File: src/rtl/uart_rx_cfg.sv
// rtl/uart_rx_cfg.sv - parametrised UART receiver with runtime parity and error flags.
// Define UART_RX_MAJORITY_EN to make each bit decision a 2-of-3 vote over the last three ticks.
module uart_rx_cfg #(
  parameter int DATA_BITS  = 8,
  parameter int STOP_BITS  = 1,
  parameter int OVERSAMPLE = 16
) (
  input  logic                 clk,
  input  logic                 rst_n,
  input  logic                 RX,
  input  logic                 brg_en,
  input  logic                 par_en,
  input  logic                 par_odd,
  input  logic                 clr_rdy,
  output logic                 rdy,
  output logic [DATA_BITS-1:0] rx_data,
  output logic                 frame_err,
  output logic                 par_err,
  output logic                 overrun
);

  localparam int TW = $clog2(OVERSAMPLE);
  localparam logic [TW-1:0] START_MID = TW'(OVERSAMPLE / 2 - 1);
  localparam logic [TW-1:0] BIT_END   = TW'(OVERSAMPLE - 1);
  localparam logic [3:0]    LAST_DATA = 4'(DATA_BITS - 1);
  localparam logic [3:0]    LAST_STOP = 4'(STOP_BITS - 1);

  typedef enum logic [2:0] {S_IDLE, S_START, S_DATA, S_PARITY, S_STOP} state_t;

  state_t               r_state;
  logic                 r_rx_meta;
  logic                 r_rx_s;
  logic                 r_rx_prev;
  logic [TW-1:0]        r_tick_cnt;
  logic [3:0]           r_bit_cnt;
  logic [DATA_BITS-1:0] r_shift;
  logic                 r_par_en;
  logic                 r_par_odd;
  logic                 r_frame_err;
  logic                 r_par_err;
  logic                 r_done;
  logic                 w_bit;

`ifdef UART_RX_MAJORITY_EN
  // Samples from the two previous ticks; with the current rx_s they form the vote.
  logic [1:0] r_vote;

  always_ff @(posedge clk or negedge rst_n) begin
    if (!rst_n) begin
      r_vote <= 2'b11;
    end else if (brg_en) begin
      r_vote <= {r_vote[0], r_rx_s};
    end
  end

  assign w_bit = (r_vote[1] & r_vote[0]) | (r_vote[1] & r_rx_s) | (r_vote[0] & r_rx_s);
`else
  assign w_bit = r_rx_s;
`endif

  always_ff @(posedge clk or negedge rst_n) begin
    if (!rst_n) begin
      r_rx_meta   <= 1'b1;
      r_rx_s      <= 1'b1;
      r_rx_prev   <= 1'b1;
      r_state     <= S_IDLE;
      r_tick_cnt  <= '0;
      r_bit_cnt   <= '0;
      r_shift     <= '0;
      r_par_en    <= 1'b0;
      r_par_odd   <= 1'b0;
      r_frame_err <= 1'b0;
      r_par_err   <= 1'b0;
      r_done      <= 1'b0;
      rdy         <= 1'b0;
      rx_data     <= '0;
      frame_err   <= 1'b0;
      par_err     <= 1'b0;
      overrun     <= 1'b0;
    end else begin
      r_rx_meta <= RX;
      r_rx_s    <= r_rx_meta;
      r_rx_prev <= r_rx_s;
      r_done    <= 1'b0;

      // Completion takes priority over an acknowledge arriving in the same cycle.
      if (r_done) begin
        rdy       <= 1'b1;
        rx_data   <= r_shift;
        frame_err <= r_frame_err;
        par_err   <= r_par_err;
        overrun   <= rdy & ~clr_rdy;
      end else if (clr_rdy) begin
        rdy       <= 1'b0;
        frame_err <= 1'b0;
        par_err   <= 1'b0;
        overrun   <= 1'b0;
      end

      case (r_state)
        S_IDLE: begin
          if (r_rx_prev && !r_rx_s) begin
            r_state     <= S_START;
            r_tick_cnt  <= '0;
            r_par_en    <= par_en;
            r_par_odd   <= par_odd;
            r_frame_err <= 1'b0;
            r_par_err   <= 1'b0;
          end
        end
        default: begin
          if (brg_en) begin
            r_tick_cnt <= r_tick_cnt + 1'b1;
            case (r_state)
              S_START: begin
                if (r_tick_cnt == START_MID) begin
                  if (w_bit) begin
                    r_state <= S_IDLE;
                  end else begin
                    r_state    <= S_DATA;
                    r_tick_cnt <= '0;
                    r_bit_cnt  <= '0;
                  end
                end
              end
              S_DATA: begin
                if (r_tick_cnt == BIT_END) begin
                  r_tick_cnt <= '0;
                  r_shift    <= {w_bit, r_shift[DATA_BITS-1:1]};
                  if (r_bit_cnt == LAST_DATA) begin
                    r_bit_cnt <= '0;
                    r_state   <= r_par_en ? S_PARITY : S_STOP;
                  end else begin
                    r_bit_cnt <= r_bit_cnt + 4'd1;
                  end
                end
              end
              S_PARITY: begin
                if (r_tick_cnt == BIT_END) begin
                  r_tick_cnt <= '0;
                  r_par_err  <= w_bit ^ (^r_shift) ^ r_par_odd;
                  r_state    <= S_STOP;
                end
              end
              S_STOP: begin
                if (r_tick_cnt == BIT_END) begin
                  r_tick_cnt <= '0;
                  if (!w_bit) begin
                    r_frame_err <= 1'b1;
                  end
                  if (r_bit_cnt == LAST_STOP) begin
                    r_bit_cnt <= '0;
                    r_state   <= S_IDLE;
                    r_done    <= 1'b1;
                  end else begin
                    r_bit_cnt <= r_bit_cnt + 4'd1;
                  end
                end
              end
              default: r_state <= S_IDLE;
            endcase
          end
        end
      endcase
    end
  end

endmodule

File: config.mk
export PLATFORM = sky130hd
export DESIGN_NAME = uart_rx_cfg
export DESIGN_NICKNAME = d
export VERILOG_FILES = /design/src/rtl/uart_rx_cfg.sv
export SDC_FILE = /design/constraint.sdc
export NUM_CORES = 1
export LEC_CHECK = 0
export ABC_AREA = 1
export BUFFER_PORTS_ARGS = -buffer_cell sky130_fd_sc_hd__buf_2
export CORE_AREA = 2 2 68 95
export CTS_BUF_LIST = sky130_fd_sc_hd__clkbuf_2
export CTS_CLUSTER_DIAMETER = 50
export DETAILED_ROUTE_END_ITERATION = 10
export DIE_AREA = 0 0 70 97
export GPL_TIMING_DRIVEN = 0
export SLEW_MARGIN = 10
export SYNTH_ARGS = -nofsm -noshare
export SYNTH_HDL_FRONTEND = slang
export SYNTH_SLANG_ARGS = --single-unit
File: constraint.sdc
create_clock -name clk -period 1.5 [get_ports clk]
set_input_delay 0.15 -clock clk [delete_from_list [all_inputs] [get_ports clk]]
set_output_delay 0.15 -clock clk [all_outputs]
set_load 0.1 [all_outputs]
# After elaboration in Yosys (flattened, before gate mapping)
# Cells that the tools add are included.
dict set report op_classes {
  eq_ne 19
  muxes 46
  n_reduce_logical 19
  add_sub_neg 2
  n_bitwise 5
}
# operator n
set ops {}
lappend ops {{2-to-1 mux 4 bit} 12}
lappend ops {{2-to-1 mux 3 bit} 10}
lappend ops {{2-to-1 mux 1 bit} 20}
lappend ops {{!= test 3 bit, second input constant} 4}
lappend ops {{one-hot mux 3 bit (4 select lines)} 1}
lappend ops {{one-hot mux 4 bit (3 select lines)} 1}
lappend ops {{!= test 2 bit, second input constant} 5}
lappend ops {{nonzero test 2 bit} 5}
lappend ops {{adder 4 x 1 -> 4 bit, second input constant} 2}
lappend ops {{equality test 4 x 3 -> 1 bit, second input constant} 2}
lappend ops {{one-hot mux 4 bit (2 select lines)} 1}
lappend ops {{AND reduction 4 bit} 2}
lappend ops {{AND reduction 8 bit} 1}
lappend ops {{XOR reduction 8 bit} 1}
lappend ops {{AND reduction 7 bit} 1}
lappend ops {{equality test 3 x 2 -> 1 bit, second input constant} 2}
lappend ops {{!= test 3 x 2 -> 1 bit, second input constant} 2}
lappend ops {{AND reduction 5 bit} 1}
lappend ops {{equality test 4 bit, second input constant} 1}
lappend ops {{logical NOT 4 bit} 1}
lappend ops {{AND reduction 2 bit} 2}
lappend ops {{equality test 3 x 1 -> 1 bit, second input constant} 1}
lappend ops {{equality test 3 bit, second input constant} 1}
lappend ops {{logical NOT 3 bit} 1}
lappend ops {{9 further kinds} 11}
dict set report totals {
  regBits 39
  elab_cells 108
  output_inout_bits 12
  input_bits 7
}

# Logic depth before layout (Yosys ltp)
dict set report depth {
  word_depth 7
  depth_mapped 9
  ltp_nobuf 9
}

# Worst setup path before layout
# Ideal clock, no wire load.
dict set report synth_timing {
  kind {register to register}
  from {reg r_tick_cnt[0]}
  to {reg r_state[0]}
  path_slack_ps 120
  stages_incl_launch_ff 9
  t_required_ps 1378
  path_buffers 0
  setup_ps 122
  t_arrival_ps 1258
  period_less_slack_ps 1380
  cell_sequence {dfrtp_1 > ha_1 > nand2_1 > inv_1 > nand2_1 > a21oi_1 > nand3_2 > nand2_1 > o21ai_1}
}
dict set report synth_between {
  elab_chain_cells 3
  elab_cells_between_ends 7
  cone_classes {eq/ne: 6; reduce/logical: 1}
}
# item line
set synth_lines {}
lappend synth_lines {{start: declaration} 34} ;# logic [TW-1:0] r_tick_cnt;
lappend synth_lines {{start signal: assignment} 113} ;# r_tick_cnt <= r_tick_cnt + 1'b1;
lappend synth_lines {{equality test 4 bit / equality test 4 x 3 -> 1 bit (equally long branches)} --}
lappend synth_lines {{!= test 3 bit (no line) / != test 3 x 2 -> 1 bit (equally long branches)} --}
lappend synth_lines {{AND reduction 8 bit (no line) (*)} --}
lappend synth_lines {{end signal: assignment} 132} ;# r_state <= r_par_en ? S_PARITY : S_STOP;
lappend synth_lines {{end: declaration} 30} ;# state_t r_state;
# Mark *: on every way between the ends. The rest lies on a longest branch, timed or not.
# A chain may end at the register's enable or synchronous reset.

# Final worst setup path
dict set report layout_timing {
  from {reg r_state[0]}
  to {reg r_shift[7]}
}
dict set report layout_between {
  elab_chain_cells 3
  elab_cells_between_ends 4
  cone_classes {eq/ne: 1; bitwise: 1; reduce/logical: 2}
}
# item line
set layout_lines {}
lappend layout_lines {{logical NOT 3 bit} 100} ;# case (r_state)
lappend layout_lines {{inverter 1 bit (no line)} --}
lappend layout_lines {{AND reduction 4 bit (no line) (*)} --}
lappend layout_lines {{end signal: assignment} 129} ;# r_shift <= {w_bit, r_shift[DATA_BITS-1:1]};
lappend layout_lines {{end: declaration} 36} ;# logic [DATA_BITS-1:0] r_shift;
# Marked as above.

==> flow_metrics.env <==
export IMPL_status="complete, no violations"
export IMPL_power_w=0.003847
export IMPL_critical_path_class="reg -> reg"
export IMPL_reg2reg_from="r_state[0]"
export IMPL_setup_viol=0
export IMPL_worstPathRequired_ns=1.80
export IMPL_cp_common_cell="nand2_4"
export IMPL_clockBufferDepth=2
export IMPL_h_tree_depth=2
export IMPL_fin_crit_ns=1.465
export IMPL_cp_slowest_cell="dfrtp_2"
export IMPL_powerDensity_mw_per_mm2=1512
export IMPL_max_stage_delay_ns=0.51
export IMPL_hold_viol=0
export IMPL_via_per_inst=4.652
export IMPL_skew_ns=0.02654
export IMPL_grt_max_degree=40
export IMPL_drive_gt1_share_pct=31.12
export IMPL_grt_overflow=0
export IMPL_cts_sinks=39
export IMPL_critPathLaunchType="flip-flop"
export IMPL_fillers=584
export IMPL_drc_errors=0
export IMPL_maxCapViolations=0
export IMPL_placed_area_sq_mm=0.002202
export IMPL_synth_top_area_share_pct=44.50
export IMPL_dp_slack_ns=-0.08309
export IMPL_syn_avg_cell_area_sq_um=8.297
export IMPL_rows=33
export IMPL_syn_cell_area_sq_mm=0.002024
export IMPL_period_share_pct=97.67
export IMPL_dp_hpwl_mm=2.911
export IMPL_finalMaxSlewViolations=0
export IMPL_clk_pin_slew_worst_paths_ns=0.23
export IMPL_crit_path_cell_trace="nor2_4, nand2_4, nand2_4, clkinv_4, nand4_4, clkbuf_16, o21ai_2"
export IMPL_fmax_mhz=682.6
export IMPL_gp_congestion=0.7793
export IMPL_synth_nets=254
export IMPL_wl_per_cell_um=11.90
export IMPL_slew_headroom_pct=42.33
export IMPL_fp_dieW_um=70
export IMPL_nets=295
export IMPL_via_count=1656
export IMPL_cts_tree="built"
export IMPL_synth_ff_type="dfrtp_1"
export IMPL_yosys_warnings=0
export IMPL_diodes=0
export IMPL_synth_seq_cells=39
export IMPL_antenna_left=0
export IMPL_flow_area_growth_from_synthesis_pct=25.71
export IMPL_grt_pass1_wl_mm=7.293
export IMPL_cts_made_buffers=5
export IMPL_dp_cells=332
export IMPL_antenna_found_initial=0
export IMPL_critPathArrivalTime_ns=1.77
export IMPL_irDropWorstVdd_mv=0.6888
export IMPL_grt_pass1_vias=1619
export IMPL_clk_latency_ns=0.40
export IMPL_worstPathMaxFanout=7
export IMPL_drt_wl_total_mm=4.236
export IMPL_placeableCoreArea_sq_mm=0.005863
export IMPL_timing_final_ws_setup_ns=0.03494
export IMPL_grt_total_usage_pct=13.14
export IMPL_rsz0062_at_grt="true"
export IMPL_final_cell_area_sq_mm=0.002545
export IMPL_portBuffers=18
export IMPL_power_leakage_nw=1.272
export IMPL_ios=19
export IMPL_yosys_top_cells_area="dfrtp_1 (44%), nand2_1 (15%), nand3_1 (4.9%)"
export IMPL_hold_path_class="in -> async"
export IMPL_critPathLaunch="r_state[0]"
export IMPL_synth_distinct_cells=33
export IMPL_synth_edff_count=0
export IMPL_synth_most_common_cell="nand2_1"
export IMPL_dieArea_sq_mm=0.006790
export IMPL_tightestPinTransition_ns=0.8651
export IMPL_cts_root_buffer="clkbuf_2"
export IMPL_async_reset_ff_share_pct=100.0
export IMPL_yosysSeqAreaShare_pct=48.39
export IMPL_dr_pass1_iters=4
export IMPL_stdcell_count=356
export IMPL_syn_inst=244
export IMPL_end_kind="flip-flop"
export IMPL_drt_iter0_markers=117
export IMPL_yosys_area_top_type="dfrtp_1"
export IMPL_initial_core_util_pct=34.53
export IMPL_ys_top_cells_by_count="nand2_1 (81), dfrtp_1 (36), inv_1 (23), nand3_1 (20), o21ai_0 (11)"
export IMPL_die_y_um=97
## area by class of cell
cell class	instances	area [sq um]	share of cell area, %
clock buffers	5	25.02	0.9833
multi-input cells	174	998.5	39.23
flip-flops and latches	39	983.4	38.64
inverters	28	112.6	4.425
repair buffers	34	242.7	9.538
plain buffers	3	27.53	1.082
clock inverters	3	67.56	2.655
well taps	70	87.58	3.441
## report_power, final
group	leakage [nW]	internal (W)	switching (W)	total, W
registers	0.518	0.00122	0.000189	0.00141
logic	0.705	0.000649	0.000980	0.00163
clock network	0.0492	0.000448	0.000362	0.000810
total	1.27	0.00232	0.00153	0.00385
## registers in the layout, summed over array words and instances (netlist names), 3 cells and up
| signal | flops |
|---|---|
| r_bit_cnt | 4 |
| r_state | 3 |
| r_tick_cnt | 4 |
| r_shift | 8 |
| rx_data | 8 |
## repair_timing
| item | CTS | global route |
|---|---|---|
| hold buffers | 6 | 0 |
| endpoints found under the setup margin | 12 | 18 |
| buffers inserted | 3 | 6 |
| resized for setup | 6 | 24 |
| pin swaps | 1 | 7 |
| cloned | 0 | 1 |
| endpoints found under the hold margin | 41 | 0 |
## layout by cell type, fill, tap and decap left out, types with 2 or more instances in the layout
cell type and instances:
nor2_4 3, clkbuf_1 2, inv_2 5, clkbuf_2 5, nand2_2 7, nand3_2 4
dfrtp_1 33, dfstp_2 3, nor2_1 5, nand3_1 17, buf_4 9, nand2_1 77
nand2_4 4, ha_2 2, xor2_1 4, o21ai_1 8, dlygate4sd3_1 6, mux2_2 2
inv_1 21, nand4_4 2, bufinv_16 2, dfrtp_2 3, nor2_2 5, o21ai_2 8
a21oi_1 3, o21ai_0 11, buf_2 18
## cells by family after synthesis
| group | count (synthesis) | share of synthesized area, % |
|---|---|---|
| buf+inv | 31 | 6.242 |
| flops | 39 | 48.39 |
| mux | 2 | 1.112 |
| simple gates | 129 | 29.67 |
| fa+ha+maj | 3 | 1.854 |
| xor+xnor | 5 | 2.163 |
| compound gates | 35 | 10.57 |
## metal layers
| layer | vias to the layer above | GRT usage (%) | part of all wire, % |
|---|---|---|---|
| met5 | - | 0 | 0 |
| met4 | 0 | 4.882 | 1.5 |
| met3 | 4 | 2.813 | 2.9 |
| met2 | 30 | 23.08 | 53 |
| met1 | 757 | 15.52 | 42 |
| li1 | 865 | - | - |
## critical path, delay by kind of cell (launching register included)
| family | cells | cell delay (ns) |
|---|---|---|
| AND/OR/NAND/NOR | 4 | 0.54 |
| AO/OA/AOI/OAI | 1 | 0.05 |
| buffers and inverters | 2 | 0.25 |
| flip-flops | 1 | 0.51 |
## per-stage QoR
stage / hold slack (ns) / util, % / TNS (ns)
after floorplan: -0.1456 / - / 0
after global placement: 0.2557 / 37.56 / -0.2376
after detailed placement: 0.2607 / 37.56 / -0.5233
after CTS: 0.3472 / 40.91 / 0
after global routing: 0.3374 / 43.41 / -0.4301
final: 0.3539 / 43.41 / 0
## worst paths after layout
kind	to	slack, ns	cells past startpoint
worst max-delay path	r_shift[7]	0.03	7
worst min-delay path	rdy	0.35	2
worst max register to register	r_shift[7]	0.03	7
worst min register to register	r_rx_s	0.37	0
max in group asynchronous	r_state[2]	0.53	2
min in group clk	r_rx_s	0.37	0
(Power assumes the default switching activity.)
